--- config.mk ---
export PLATFORM = sky130hd
export DESIGN_NAME = des_block_host_flat
export DESIGN_NICKNAME = d
export VERILOG_FILES = /design/src/rtl/des_host_pkg.sv /design/src/rtl/des_block_host_if.sv /design/src/rtl/des_byte_shreg.sv /design/src/rtl/des_block_host.sv /design/src/flat_wrapper.sv
export SDC_FILE = /design/constraint.sdc
export NUM_CORES = 1
export LEC_CHECK = 0
export BUFFER_PORTS_ARGS = -buffer_cell sky130_fd_sc_hd__buf_2
export CAP_MARGIN = 40
export CORE_ASPECT_RATIO = 0.5
export CORE_MARGIN = 2
export CORE_UTILIZATION = 56
export DETAILED_ROUTE_END_ITERATION = 7
export GPL_TIMING_DRIVEN = 0
export PLACE_DENSITY_LB_ADDON = 0.25
export SYNTH_ARGS = -nofsm -noshare
export SYNTH_HDL_FRONTEND = slang
export SYNTH_SLANG_ARGS = --single-unit
--- constraint.sdc ---
create_clock -name clk -period 2 [get_ports clk]
set_input_delay 0.1 -clock clk [delete_from_list [all_inputs] [get_ports clk]]
set_output_delay 0.1 -clock clk [all_outputs]
set_load 0.05 [all_outputs]
--- src/rtl/des_host_pkg.sv ---
// Shared types and sizes for the DES host front end.
package des_host_pkg;
  localparam int unsigned BLOCK_BYTES = 8;
  localparam int unsigned BLOCK_W     = 64;

  typedef enum logic {IN_FILL,   IN_FULL}   in_state_e;
  typedef enum logic {CORE_IDLE, CORE_WAIT} core_state_e;
  typedef enum logic {OUT_EMPTY, OUT_DRAIN} out_state_e;
endpackage

--- src/rtl/des_block_host_if.sv ---
// Byte-stream and DES-core signal bundle for des_block_host.
interface des_block_host_if;
  import des_host_pkg::*;

  logic [7:0]         in_byte;
  logic               in_valid;
  logic               in_mode;
  logic               in_ready;
  logic [7:0]         out_byte;
  logic               out_valid;
  logic               out_ready;
  logic [BLOCK_W-1:0] core_data_in;
  logic               core_ready;
  logic               core_ed_sel;
  logic [BLOCK_W-1:0] core_data_out;
  logic               core_next_data;
  logic               busy;
  logic               err;

  modport slave (
    input  in_byte, in_valid, in_mode, out_ready, core_data_out, core_next_data,
    output in_ready, out_byte, out_valid, core_data_in, core_ready, core_ed_sel, busy, err
  );

  modport master (
    output in_byte, in_valid, in_mode, out_ready, core_data_out, core_next_data,
    input  in_ready, out_byte, out_valid, core_data_in, core_ready, core_ed_sel, busy, err
  );
endinterface

--- src/rtl/des_byte_shreg.sv ---
// 64-bit byte-wise shift register: parallel load, shift-left-by-byte, byte count with wrap flag.
module des_byte_shreg
  import des_host_pkg::*;
(
  input  logic               clk,
  input  logic               n_rst,
  input  logic               load,
  input  logic [BLOCK_W-1:0] load_data,
  input  logic               shift,
  input  logic [7:0]         din,
  output logic [BLOCK_W-1:0] data,
  output logic [2:0]         count,
  output logic               wrap
);
  assign wrap = shift && (count == 3'(BLOCK_BYTES - 1));

  always_ff @(posedge clk or negedge n_rst) begin
    if (!n_rst) begin
      data  <= '0;
      count <= '0;
    end else if (load) begin
      data  <= load_data;
      count <= '0;
    end else if (shift) begin
      data  <= {data[BLOCK_W-9:0], din};
      count <= count + 3'd1;
    end
  end
endmodule

--- src/rtl/des_block_host.sv ---
// Host front end for the DES core: byte assembly, block issue/wait, byte serialization.
// Optional core watchdog enabled by defining DES_HOST_TIMEOUT_EN.
module des_block_host
  import des_host_pkg::*;
#(
  parameter int unsigned TIMEOUT_CYCLES = 64
) (
  input logic             clk,
  input logic             n_rst,
  des_block_host_if.slave bus
);
  in_state_e          in_st;
  core_state_e        core_st;
  out_state_e         out_st;
  logic [BLOCK_W-1:0] in_data, out_data, core_data_q;
  logic [2:0]         in_cnt, out_cnt;
  logic               in_wrap, out_wrap;
  logic               mode_buf, core_ready_q, core_ed_sel_q, busy_q;
  logic               in_accept, issue, done, out_xfer, expire;
  logic               unused_bits;

  assign in_accept = (in_st == IN_FILL) && bus.in_valid;
  assign out_xfer  = (out_st == OUT_DRAIN) && bus.out_ready;
  assign done      = (core_st == CORE_WAIT) && bus.core_next_data;
  // out_st is registered, so a block waiting on the final drain byte issues one cycle later
  assign issue     = (in_st == IN_FULL) && (core_st == CORE_IDLE) && (out_st == OUT_EMPTY);

  des_byte_shreg u_in_asm (
    .clk(clk), .n_rst(n_rst), .load(1'b0), .load_data('0), .shift(in_accept),
    .din(bus.in_byte), .data(in_data), .count(in_cnt), .wrap(in_wrap)
  );

  des_byte_shreg u_out_ser (
    .clk(clk), .n_rst(n_rst), .load(done), .load_data(bus.core_data_out), .shift(out_xfer),
    .din(8'h00), .data(out_data), .count(out_cnt), .wrap(out_wrap)
  );

`ifdef DES_HOST_TIMEOUT_EN
  localparam int unsigned WD_W = $clog2(TIMEOUT_CYCLES + 1);
  logic [WD_W-1:0] wd;
  logic            err_q;

  assign expire = (core_st == CORE_WAIT) && !bus.core_next_data &&
                  (wd == WD_W'(TIMEOUT_CYCLES - 1));

  always_ff @(posedge clk or negedge n_rst) begin
    if (!n_rst) begin
      wd    <= '0;
      err_q <= 1'b0;
    end else if (issue || done || expire) begin
      wd    <= '0;
      err_q <= err_q | expire;
    end else if (core_st == CORE_WAIT) begin
      wd <= wd + 1'b1;
    end
  end

  assign bus.err     = err_q;
  assign unused_bits = ^{out_data[BLOCK_W-9:0], out_cnt};
`else
  assign expire      = 1'b0;
  assign bus.err     = 1'b0;
  assign unused_bits = ^{out_data[BLOCK_W-9:0], out_cnt, TIMEOUT_CYCLES[0]};
`endif

  always_ff @(posedge clk or negedge n_rst) begin
    if (!n_rst) begin
      in_st         <= IN_FILL;
      core_st       <= CORE_IDLE;
      out_st        <= OUT_EMPTY;
      mode_buf      <= 1'b0;
      core_data_q   <= '0;
      core_ready_q  <= 1'b0;
      core_ed_sel_q <= 1'b0;
      busy_q        <= 1'b0;
    end else begin
      core_ready_q <= 1'b0;
      if (in_accept && (in_cnt == '0)) mode_buf <= bus.in_mode;

      if (in_accept && in_wrap) in_st <= IN_FULL;
      else if (issue)           in_st <= IN_FILL;

      if (issue) begin
        core_data_q   <= in_data;
        core_ed_sel_q <= mode_buf;
        core_ready_q  <= 1'b1;
        core_st       <= CORE_WAIT;
        busy_q        <= 1'b1;
      end else if (done) begin
        core_st <= CORE_IDLE;
        busy_q  <= 1'b0;
        out_st  <= OUT_DRAIN;
      end else if (expire) begin
        core_st <= CORE_IDLE;
        busy_q  <= 1'b0;
      end

      if (out_xfer && out_wrap) out_st <= OUT_EMPTY;
    end
  end

  assign bus.in_ready     = (in_st == IN_FILL);
  assign bus.out_valid    = (out_st == OUT_DRAIN);
  assign bus.out_byte     = out_data[BLOCK_W-1 -: 8];
  assign bus.core_data_in = core_data_q;
  assign bus.core_ready   = core_ready_q;
  assign bus.core_ed_sel  = core_ed_sel_q;
  assign bus.busy         = busy_q;
endmodule

--- src/flat_wrapper.sv ---
// flat-port wrapper written by rule: the top's interface ports become plain ports
module des_block_host_flat import des_host_pkg::*;
#(
  parameter int unsigned TIMEOUT_CYCLES = 64
)
  (clk, n_rst, bus_in_byte, bus_in_valid, bus_in_mode, bus_out_ready, bus_core_data_out, bus_core_next_data, bus_in_ready, bus_out_byte, bus_out_valid, bus_core_data_in, bus_core_ready, bus_core_ed_sel, bus_busy, bus_err);
  des_block_host_if bus_i ();
  input logic clk;
  input logic n_rst;
  input wire logic [$bits(bus_i.in_byte)-1:0] bus_in_byte;
  input wire logic [$bits(bus_i.in_valid)-1:0] bus_in_valid;
  input wire logic [$bits(bus_i.in_mode)-1:0] bus_in_mode;
  input wire logic [$bits(bus_i.out_ready)-1:0] bus_out_ready;
  input wire logic [$bits(bus_i.core_data_out)-1:0] bus_core_data_out;
  input wire logic [$bits(bus_i.core_next_data)-1:0] bus_core_next_data;
  output wire logic [$bits(bus_i.in_ready)-1:0] bus_in_ready;
  output wire logic [$bits(bus_i.out_byte)-1:0] bus_out_byte;
  output wire logic [$bits(bus_i.out_valid)-1:0] bus_out_valid;
  output wire logic [$bits(bus_i.core_data_in)-1:0] bus_core_data_in;
  output wire logic [$bits(bus_i.core_ready)-1:0] bus_core_ready;
  output wire logic [$bits(bus_i.core_ed_sel)-1:0] bus_core_ed_sel;
  output wire logic [$bits(bus_i.busy)-1:0] bus_busy;
  output wire logic [$bits(bus_i.err)-1:0] bus_err;
  assign bus_i.in_byte = bus_in_byte;
  assign bus_i.in_valid = bus_in_valid;
  assign bus_i.in_mode = bus_in_mode;
  assign bus_i.out_ready = bus_out_ready;
  assign bus_i.core_data_out = bus_core_data_out;
  assign bus_i.core_next_data = bus_core_next_data;
  assign bus_in_ready = bus_i.in_ready;
  assign bus_out_byte = bus_i.out_byte;
  assign bus_out_valid = bus_i.out_valid;
  assign bus_core_data_in = bus_i.core_data_in;
  assign bus_core_ready = bus_i.core_ready;
  assign bus_core_ed_sel = bus_i.core_ed_sel;
  assign bus_busy = bus_i.busy;
  assign bus_err = bus_i.err;
  des_block_host #(.TIMEOUT_CYCLES(TIMEOUT_CYCLES)) u_core (.clk(clk), .n_rst(n_rst), .bus(bus_i));
endmodule
-- After elaboration in Yosys (flattened, before gate mapping)
Index checks and enable logic that the tools add are counted.
- register bits after elaboration: 204
- latch bits: 0
- bits in writable memories: 0
- ROM bits: 0
- input port bits: 78
- output and inout bits: 78
- word-level logic and storage cells: 47
- memories: 0
- add/subtract/negate cells: 2
- $mul: 0
- div/mod/pow operators: 0
- $lt $le $gt $ge: 0
- equal/unequal tests: 3
- shift operators: 0
- mux-type cells: 12
- bitwise operators: 3
- reductions and logical operators: 16
- operators with widths (cell ; number):
    64-bit 2-to-1 mux ; 2
    1-bit logical AND ; 10
    1-bit 2-to-1 mux ; 8
    2-bit nonzero test ; 4
    3-bit by 1-bit adder with 3-bit output, second input constant ; 2
    3-bit equality test, second input constant ; 2
    3-bit 2-to-1 mux ; 2
    3-bit zero test ; 1
    1-bit inverter ; 3
    2-bit != test, second input constant ; 1
    2-bit AND reduction ; 1

-- Longest topological paths before layout
- depth after elaboration: 5
- depth in mapped cells: 5
- gate-level depth less buffers: 4

-- By module
Synthesis repeated with hierarchy kept, for this count alone.
- cells, all modules: 737
- area, all modules: 8881.0 um^2
- by module, submodules not included (module ; times used ; cells each ; area an instance (um^2) ; sequential area each (um^2)):
    des_byte_shreg ; 2 ; 290 ; 3124.2 ; 1676.6
    des_block_host ; 1 ; 157 ; 2632.5 ; 1751.7

-- Worst setup path before layout
No wires, ideal clock.
- path type: reg2reg
- start: register u_core.core_st
- end: register u_core.core_data_q[46] (netlist: u_core.bus.core_data_in[46])
- setup time: 0.125 ns
- data arrival time: 1.732 ns
- data required time: 1.875 ns
- slack: 0.143 ns
- stages on the path, launching flop included: 6
- path buffers: 3
- clock period less this slack: 1.857 ns
- path through: dfrtp_1 -> or3b_1 -> buf_2 -> buf_6 -> buf_6 -> mux2_4
- word-level cells in the longest chain between the ends: 3
- ends and longest elaborated chain (what ; line ; source):
    start, declared ; des_block_host.sv:13 ; core_state_e core_st;
    start signal, assigned ; des_block_host.sv:69 ; core_st <= CORE_IDLE;
    start signal, assigned ; des_block_host.sv:87 ; core_st <= CORE_WAIT;
    start signal, assigned ; des_block_host.sv:90 ; core_st <= CORE_IDLE;
    1-bit inverter ; des_block_host.sv:26 ; assign issue = (in_st == IN_FULL) && (core_st == CORE_IDLE) && (out_st == OUT_EMPTY);
    1-bit logical AND (2 in a row) ; des_block_host.sv:26 ;
    end signal, assigned ; des_block_host.sv:84 ; core_data_q <= in_data;
    end, declared ; des_block_host.sv:15 ; logic [BLOCK_W-1:0] in_data, out_data, core_data_q;
No other way between the ends.
A chain may end at the register's enable or synchronous reset.

-- Final worst setup path
- start: register u_core.core_st
- end: register u_core.core_data_q[47] (netlist: u_core.bus.core_data_in[47])
The elaborated chain is that of the path after synthesis.

==> key figures <==
Global route
  • Global-route wire length before repair: approximately 34,000 um
  • Largest net degree at the start of global routing: 126
  • Total track usage: 25.5%
  • Vias in the first global route: about 6,600
  • Overflow left after global routing: 0
  • Initial antenna violation count: 0

CTS
  • Root buf cell: clkbuf_16
  • Max H-tree Level: 1
  • Inserted Clock Buffers: 19
  • Clk buf depth: 3
  • Clock Latency Late Sink: between 0.4 and 0.5 ns
  • CTS sink cnt: 204
  • Postcts setup bufs: 0
  • CTS clk-pin slew, worst paths: 0.07 ns
  • CTS tree: built

Yosys
  • Cells after Synth: between 600 and 700
  • Synthesis Warnings: 0
  • Synth Register Bits: 204
  • Synthesized Nets: roughly 750
  • Post-Synthesis Cell Area: roughly 9000 um2
  • Sequential share of the synthesized area: 56.9%
  • Number of library cell types mapped by synthesis: 26
  • Syn_area_per_cell: 13.4 um2

Worst setup path
  • WP data arrival: roughly 2.3 ns
  • Crit-path cells: or3b_1, buf_2, buf_6, buf_6, mux2_4
  • Crit Path Category: register to register
  • CP max FO: 10
  • Data required, critical path: ~2.4 ns
  • Slowest-stage cell, CP: dfrtp_1
  • Delay-heaviest family, CP: flip-flops
  • Bufs and invs on worst path: 3
  • CP dominant cell by count: buf_6
  • Startpoint Class: register
  • Largest stage delay, worst path: roughly 0.54 ns
  • CP Capture Type: register

Timing
  • RSZ-0062 raised after global routing: no
  • Max Freq: approximately 530 MHz
  • Max-slew violation count: 0
  • Final Hold Vio Count: 0
  • Skew final: 0.00951 ns
  • Min Tclk post-route: approximately 1.9 ns
  • Max transition margin: between 30% and 40%
  • Final worst-path cycle share: a little over nine tenths
  • Final setup fails: 0
  • Tightest Pin Transition: just over 0.9 ns

Die
  • CORE AREA: about 16,000 um2
  • # rows: 32
  • Die H: 93.5 um
  • DIE AREA: roughly 17,000 um2
  • Die X-Extent: approximately 180 um
  • Initial core utilization: ~58%
  • # IOs: ~160

Power
  • Lkg Pwr: roughly 5.5 nW
  • Total power: ~19 mW
  • Power per Cell Area: between 1500 and 2000 nW/um2
  • Worst vdd ir: approximately 0.0012 V

Drt
  • WL/cell: around 19 um
  • Remaining routing DRC violations: 0
  • DRT iter0 DRCs: between 300 and 400
  • 1st-pass router iterations: 5
  • DR vias/cell: approximately 5.6
  • Post-Route WL: 21,200 um
  • Vias: about 6,300
  • Antenna-violating nets left: 0

Finish
  • P&R area growth vs syn: 25.8%
  • Most frequent cells in the layout: dfrtp_1 (204), buf_2 (164), mux2_2 (115), dlygate4sd3_1 (64), a21bo_2 (59)
  • Filler cells: roughly 1,100
  • Final Net Count: a little under 1,000
  • Fin cells: ~1,100
  • Most common cell after layout, fill and taps aside: dfrtp_1
  • Ant diodes: 0
  • FF/Latch Area: around 5100 um2
  • Multi-input gate area: 3510 um2
  • Layout cells sized above 1: between 40% and 50%

Worst hold path
  • Hold Path Class: primary input to register

Placed design
  • Post-Place Cells: roughly 1,000
  • GPL Wtd Cong: 0.818
  • Final HPWL DP: 14,000 um
  • Buffers added on ports: approximately 150

Outcome
  • Status: finished, final reports clean

Job
  • Max-cap viol count: 0
## path summary, 6_finish.rpt
check | from | endpoint | depth (start not counted) | slack (ns)
min in group asynchronous | n_rst | u_core.u_in_asm.data[6]$_DFFE_PN0P_ | 2 | 0.29
max in group asynchronous | n_rst | u_core.u_out_ser.data[44]$_DFFE_PN0P_ | 3 | 0.76
setup / recovery | u_core.core_st$_DFFE_PN0P_ | u_core.bus.core_data_in[47]$_DFFE_PN0P_ | 5 | 0.10
hold / removal | bus_core_data_out[28] | u_core.u_out_ser.data[28]$_DFFE_PN0P_ | 3 | 0.01
hold reg to reg | u_core.bus.core_data_in[7]$_DFFE_PN0P_ | u_core.bus.core_data_in[7]$_DFFE_PN0P_ | 1 | 0.50
setup reg to reg | u_core.core_st$_DFFE_PN0P_ | u_core.bus.core_data_in[47]$_DFFE_PN0P_ | 5 | 0.10
## Yosys cell counts
| library cell | count | area share, % |
|---|---|---|
| nor2b_1 | 1 | 0.070 |
| and3b_1 | 56 | 5.5 |
| a21oi_1 | 4 | 0.22 |
| inv_1 | 5 | 0.21 |
| a21bo_2 | 59 | 6.6 |
| nor4bb_1 | 1 | 0.11 |
| buf_2 | 12 | 0.67 |
| buf_6 | 3 | 0.38 |
| clkbuf_1 | 41 | 1.7 |
| buf_1 | 5 | 0.21 |
| dfrtp_1 | 204 | 57 |
| nand2_1 | 1 | 0.042 |
| a22o_1 | 9 | 0.88 |
| and2_1 | 1 | 0.070 |
| a31oi_1 | 57 | 4.0 |
| o21ai_0 | 1 | 0.056 |
| mux2_2 | 115 | 14 |
| buf_4 | 9 | 0.75 |
| ha_1 | 5 | 0.70 |
| a22oi_1 | 1 | 0.084 |
| xnor2_1 | 1 | 0.098 |
| conb_1 | 1 | 0.042 |
| or3b_1 | 1 | 0.098 |
| nand3_1 | 58 | 3.2 |
| mux2_4 | 17 | 2.8 |
| nand3b_1 | 1 | 0.084 |
## power by group
part / leakage, nW / internal (mW) / switching, mW
Clock: 0.303 / 2.06 / 1.54
Sequential: 2.50 / 6.12 / 1.31
Combinational: 2.66 / 3.26 / 4.88
## metal layers
| layer | vias to the layer above | share of wire [%] | global-route usage (%) |
|---|---|---|---|
| met3 | 39 | 5.3 | 4.98 |
| met5 | - | 0 | 0 |
| li1 | 2907 | - | - |
| met2 | 188 | 48 | 43.2 |
| met1 | 3147 | 45 | 34.6 |
| met4 | 0 | 1.6 | 5.33 |
## kinds of logic (layout without fill, tap and decap cells)
family / count (synthesis) / count (layout) / share of synthesized area [%]
simple gates: 120 / 120 / 9.18
other cells: 1 / 1 / 0.0418
fa+ha+maj: 5 / 5 / 0.698
mux: 132 / 132 / 17.3
compound gates: 131 / 131 / 11.8
buf+inv: 75 / 324 / 3.94
flops: 204 / 204 / 56.9
xor+xnor: 1 / 1 / 0.0977
## flip-flops by register name, summed over array words and instances, names as in the netlist
name	cells
u_core.bus.core_ed_sel	1
u_core.in_st	1
u_core.bus.out_valid	1
u_core.u_out_ser.data	64
u_core.u_out_ser.count	3
u_core.u_in_asm.count	3
u_core.bus.core_data_in	64
u_core.bus.core_ready	1
u_core.mode_buf	1
u_core.core_st	1
u_core.u_in_asm.data	64
## final cells by class
class | instances | share of cell area [%]
multi-input cells | 390 | 31.1
well taps | 204 | 2.26
repair buffers | 219 | 12.8
clock inverters | 5 | 0.510
clock buffers | 26 | 4.89
plain buffers | 69 | 2.95
inverters | 5 | 0.166
flip-flops and latches | 204 | 45.2
## worst reg2reg max path: cells and delay by family (launching register included)
family	cells	cell delay, ns
buffers and inverters	3	0.51
and+or+nand+nor	1	0.42
muxes	1	0.31
DFF	1	0.54
## timing repair
action / CTS / global route
endpoints found under the setup margin: 0 / 23
endpoints found under the hold margin: 187 / 0
resized for setup: 0 / 2
hold buffers: 64 / 0
## per-stage QoR
step / worst slack (ns) / util (%) / cell area, um2 / setup TNS [ns] / hold WS (ns)
2_1_floorplan: 0.143 / - / 8960 / 0 / -0.196
3_3_place_gp: -2.48 / 64.3 / 9990 / -500.37 / 0.326
3_5_place_dp: 0.112 / 64.6 / 10000 / 0 / 0.266
4_1_cts: 0.0942 / 72.6 / 11300 / 0 / 0.00147
5_1_grt: 0.00967 / 72.6 / 11300 / 0 / 0.00890
6_report: 0.101 / 72.6 / 11300 / 0 / 0.0117
Power figures use the tool's default switching activity.
